File: config.mk
export PLATFORM = sky130hd
export DESIGN_NAME = vga_timing_gen
export DESIGN_NICKNAME = d
export VERILOG_FILES = /design/src/rtl/vga_timing_gen.sv
export SDC_FILE = /design/constraint.sdc
export NUM_CORES = 1
export LEC_CHECK = 0
export ABC_AREA = 1
export BUFFER_PORTS_ARGS = -buffer_cell sky130_fd_sc_hd__clkbuf_2
export CAP_MARGIN = 5
export CORE_AREA = 2 2 52 90
export DETAILED_ROUTE_END_ITERATION = 10
export DIE_AREA = 0 0 54 92
export PLACE_DENSITY_LB_ADDON = 0.2
export RECOVER_POWER = 100
export SLEW_MARGIN = 40
export SYNTH_ARGS = -nofsm -noshare
export SYNTH_HDL_FRONTEND = slang
export SYNTH_SLANG_ARGS = --single-unit
File: constraint.sdc
create_clock -name vga_clk -period 1.66 [get_ports vga_clk]
set_input_delay 0.166 -clock vga_clk [delete_from_list [all_inputs] [get_ports vga_clk]]
set_output_delay 0.166 -clock vga_clk [all_outputs]
set_load 0.03 [all_outputs]
File: src/rtl/vga_timing_gen.sv
// vga_timing_gen: VGA raster counters with registered sync, blank and frame
// pulses, all aligned with DrawX/DrawY. Defining VGA_FRAME_COUNT_EN enables
// the animation frame counter (frame_count / anim_tick). Without it, both
// outputs are tied to zero.
module vga_timing_gen #(
   parameter int H_ACTIVE = 640,
   parameter int H_FP     = 16,
   parameter int H_SYNC   = 96,
   parameter int H_BP     = 48,
   parameter int V_ACTIVE = 480,
   parameter int V_FP     = 10,
   parameter int V_SYNC   = 2,
   parameter int V_BP     = 33,
   parameter int ANIM_DIV = 8
) (
   input  logic       vga_clk,
   input  logic       Reset,
   output logic [9:0] DrawX,
   output logic [9:0] DrawY,
   output logic       hs,
   output logic       vs,
   output logic       blank,
   output logic       frame_start,
   output logic       frame_end,
   output logic [5:0] frame_count,
   output logic       anim_tick
);

   // Boundaries, pre-sized to the counter width.
   localparam logic [9:0] H_LAST     = 10'(H_ACTIVE + H_FP + H_SYNC + H_BP - 1);
   localparam logic [9:0] V_LAST     = 10'(V_ACTIVE + V_FP + V_SYNC + V_BP - 1);
   localparam logic [9:0] HS_START   = 10'(H_ACTIVE + H_FP);
   localparam logic [9:0] HS_END     = 10'(H_ACTIVE + H_FP + H_SYNC);
   localparam logic [9:0] VS_START   = 10'(V_ACTIVE + V_FP);
   localparam logic [9:0] VS_END     = 10'(V_ACTIVE + V_FP + V_SYNC);
   localparam logic [9:0] H_VIS      = 10'(H_ACTIVE);
   localparam logic [9:0] V_VIS      = 10'(V_ACTIVE);
   localparam logic [9:0] H_VIS_LAST = 10'(H_ACTIVE - 1);
   localparam logic [9:0] V_VIS_LAST = 10'(V_ACTIVE - 1);

   logic [9:0] hc_q, hc_d;
   logic [9:0] vc_q, vc_d;
   logic       hs_q, hs_d;
   logic       vs_q, vs_d;
   logic       blank_q, blank_d;
   logic       frame_start_q, frame_start_d;
   logic       frame_end_q, frame_end_d;

   // Next counter position, plus outputs decoded from that next position so
   // that once registered they line up with the registered counters.
   always_comb begin
      hc_d = hc_q + 10'd1;
      vc_d = vc_q;
      if (hc_q == H_LAST) begin
         hc_d = '0;
         if (vc_q == V_LAST) begin
            vc_d = '0;
         end else begin
            vc_d = vc_q + 10'd1;
         end
      end
      hs_d          = !((hc_d >= HS_START) && (hc_d < HS_END));
      vs_d          = !((vc_d >= VS_START) && (vc_d < VS_END));
      blank_d       = (hc_d < H_VIS) && (vc_d < V_VIS);
      frame_start_d = (hc_d == '0) && (vc_d == '0);
      frame_end_d   = (hc_d == H_VIS_LAST) && (vc_d == V_VIS_LAST);
   end

   // Counter and timing-output registers; reset abandons any partial frame.
   always_ff @(posedge vga_clk) begin
      if (Reset) begin
         hc_q          <= '0;
         vc_q          <= '0;
         hs_q          <= 1'b1;
         vs_q          <= 1'b1;
         blank_q       <= 1'b0;
         frame_start_q <= 1'b0;
         frame_end_q   <= 1'b0;
      end else begin
         hc_q          <= hc_d;
         vc_q          <= vc_d;
         hs_q          <= hs_d;
         vs_q          <= vs_d;
         blank_q       <= blank_d;
         frame_start_q <= frame_start_d;
         frame_end_q   <= frame_end_d;
      end
   end

   assign DrawX       = hc_q;
   assign DrawY       = vc_q;
   assign hs          = hs_q;
   assign vs          = vs_q;
   assign blank       = blank_q;
   assign frame_start = frame_start_q;
   assign frame_end   = frame_end_q;

`ifdef VGA_FRAME_COUNT_EN
   localparam logic [5:0] DIV_LAST = 6'(ANIM_DIV - 1);

   logic [5:0] sub_q, sub_d;
   logic [5:0] fc_q, fc_d;
   logic       tick_q, tick_d;

   // Count frame_end events; every ANIM_DIV-th one advances frame_count and
   // raises anim_tick in the same cycle as that frame_end.
   always_comb begin
      sub_d  = sub_q;
      fc_d   = fc_q;
      tick_d = 1'b0;
      if (frame_end_d) begin
         if (sub_q == DIV_LAST) begin
            sub_d  = '0;
            fc_d   = fc_q + 6'd1;
            tick_d = 1'b1;
         end else begin
            sub_d = sub_q + 6'd1;
         end
      end
   end

   // Animation counter registers.
   always_ff @(posedge vga_clk) begin
      if (Reset) begin
         sub_q  <= '0;
         fc_q   <= '0;
         tick_q <= 1'b0;
      end else begin
         sub_q  <= sub_d;
         fc_q   <= fc_d;
         tick_q <= tick_d;
      end
   end

   assign frame_count = fc_q;
   assign anim_tick   = tick_q;
`else
   assign frame_count = '0;
   assign anim_tick   = 1'b0;
`endif

endmodule

==> impl_metrics.yaml <==
floorplanning:
  die_h_um: 92
  rows: 32
  fp.coreArea_um2: 4320
  die_width_um: 54
  design.die.area_um2: 4970
  ios: 34
  initial_core_util: 0.378
timing:
  rsz0062_at_grt: "true"
  period_share: 1.02
  period_needed_ps: 1700
  tns_ps: -54.1
  slew_violations: 0
  fin_skew_ps: 4.03
  holdWs_ps: 218
  fmax_mhz: 589
  hold_viol: 0
  setup_viol: 2
  worst_slack_ps: -37.1
drt:
  vias_per_cell: 4.83
  top_layer: "met4"
  wl_met2_um: 3100
  ant_nets: 0
  wirelength_um: 5390
  drc_errors: 0
  wl_met1_um: 1790
  first_pass_iters: 4
  wl_met3_um: 150
  drtIter0Drc: 54
  wl_per_cell_um: 13.4
  via_count: 1948
setup_path:
  r2r_start: "DrawX[0]$_SDFF_PP0_"
  r2r_end: "frame_start$_SDFF_PP0_"
  path_cells: "ha_4, nand4_4, nor2_4, clkbuf_16, buf_4, o21ai_2, buf_4, buf_4, inv_2, nand3_1, nor2_1"
  arrival_ps: 1920
  cp-start-kind: "register"
  crit_slowest_cell: "dfxtp_4"
  crit_path_end: "frame_start$_SDFF_PP0_"
  endpoint_kind: "register"
  rr_worst_depth: 11
  required_ps: 1880
  cpMostUsedCell: "buf_4"
  cp_max_fo: 7
  worstSetupPathType: "reg2reg"
  ff2ff_setup_slack_ps: -40
  cpPeakStageDelay_ps: 370
  crit_start: "DrawX[0]$_SDFF_PP0_"
place:
  port_buffers: 26
  place_area_um2: 2190
  dp_hpwl_um: 3930
  gp_congestion: 0.914
yosys:
  synth_cell_types: 27
  yosys_warnings: 0
  syn_area_per_cell_um2: 6.12
  synth-seq-cells: 25
  syn_inst: 267
  syn_area_um2: 1630
  synth_seq_area_share: 0.306
cts:
  numCtsBuffers: 3
  path_clk_slew_ps: 90
  cts_root_buffer: "clkbuf_8"
  cts-hold-fix-buffers: 0
  cts_num_sinks: 25
  cts_tree: "yes"
  clkLatencyLatePin_ps: 280
  htreeDepth: 1
  clockBufferDepth: 2
power_and_ir_drop:
  power.density_nw_per_um2: 435
  p_leak_uw: 0.00120
  peakVddDrop_v: 0.000421
  p_total_uw: 1100
cells_and_area:
  antenna_cells: 0
  final_layout_size_suffix_gt1_frac: 0.366
  area_growth_syn_to_layout_pct: 54.1
  design_area_um2: 2520
  nFillCells: 437
  fin_nets: 359
job:
  drv_cap: 0
worst_hold_path:
  whs_path_depth: 2
  min-delay-start: "Reset"
  min-delay-path-class: "in2reg"
global_routing:
  grt.overflow.total: 0
  grt_usage: 0.230
  grt_pass1_wl_um: 8320
  grt_pass1_vias: 1850
  grt_max_degree: 16
  antenna_found_initial: 0
status:
  violations: "negative setup slack"
  outcome: "finished, violations left"
-- cells by family (layout without fill, tap and decap cells) --
logic type	count (synthesis)	after routing	share of synthesized area
compound gates	8	8	0.0260
xor+xnor	4	4	0.0214
fa+ha+maj	4	4	0.0306
buf+inv	53	131	0.149
flops	25	25	0.306
other cells	1	7	0.00229
simple gates	172	173	0.465
-- registers in the layout, summed over array words and instances (netlist names) --
signal,count
DrawX,10
DrawY,10
blank,1
frame_end,1
frame_start,1
hs,1
vs,1
-- cells in the mapped netlist (all sizes together) --
cell | n | area, µm²
nor2 | 47 | 191
o21bai | 1 | 7.51
ha | 4 | 50.1
nand4 | 6 | 43.8
conb | 1 | 3.75
or2 | 1 | 6.26
xnor2 | 1 | 8.76
nand3 | 41 | 210
o21ai | 5 | 25.0
a21oi | 2 | 10.0
xor2 | 3 | 26.3
nand2 | 74 | 293
buf | 13 | 92.6
dfxtp | 25 | 500
inv | 39 | 146
clkbuf | 1 | 3.75
nor3 | 3 | 15.0
-- worst min-delay path by stage --
stage | endpoint | slack [ps]
after floorplan | blank$_SDFF_PP0_ | 350
after global placement | DrawX[1]$_SDFF_PP0_ | 500
after detailed placement | DrawX[1]$_SDFF_PP0_ | 520
after CTS | DrawX[1]$_SDFF_PP0_ | 230
after global routing | DrawX[5]$_SDFF_PP0_ | 230
final | DrawX[1]$_SDFF_PP0_ | 220
-- worst max-delay path, delay by kind of cell (launching register included) --
| kind | cells | cell delay (ps) |
|---|---|---|
| AO/OA/AOI/OAI | 1 | 60 |
| adder cells (fa/ha/maj) | 1 | 160 |
| buffers and inverters | 5 | 580 |
| flip-flops | 1 | 370 |
| AND/OR/NAND/NOR | 4 | 480 |
-- where the power goes --
| group | total [µW] | internal (µW) | switching, µW |
|---|---|---|---|
| Sequential | 615 | 607 | 7.97 |
| Combinational | 95.9 | 26.2 | 69.8 |
| Clock | 384 | 172 | 212 |
| Total | 1100 | 805 | 290 |
-- area by class of cell --
type / instances / area (µm²) / share of cell area
Clock buffer: 3 / 41.3 / 0.0164
Timing Repair Buffer: 88 / 617 / 0.245
Multi-Input combinational cell: 196 / 1130 / 0.448
Tap cell: 51 / 63.8 / 0.0253
Sequential cell: 25 / 515 / 0.205
Inverter: 39 / 146 / 0.0581
Clock inverter: 1 / 6.26 / 0.00248
-- metal layers --
metal	GRT usage	vias up
met2	0.440	53
met1	0.221	883
met4	0.119	0
met5	0	-
met3	0.0244	24
li1	-	988
-- timing repair --
action,4_1_cts,5_1_grt
setup endpoints to repair,6,6
setup buffers,2,4
gates resized for setup,18,45
cloned,1,1
pin swaps,7,22
-- per-stage QoR --
stage	utilization	std cells	setup slack, ps
after detailed placement	0.507	391	-92.5
final	0.582	403	-37.1
after floorplan	-	273	13.6
after global placement	0.507	391	-94.6
after global routing	0.582	403	-104
after CTS	0.547	398	-5.96
-- cells in the final DEF, fill, tap and decap left out, types with 4 or more instances in the layout --
cell / count
nand3_1: 28
buf_4: 54
nand2_1: 58
inv_2: 4
dfxtp_1: 17
nand3_4: 4
conb_1: 7
buf_6: 6
nor2_2: 7
nand4_1: 5
inv_1: 35
clkbuf_1: 25
dfxtp_2: 6
nand3_2: 10
nand2_2: 15
nor2_1: 37
Power figures use the tool's default switching activity.
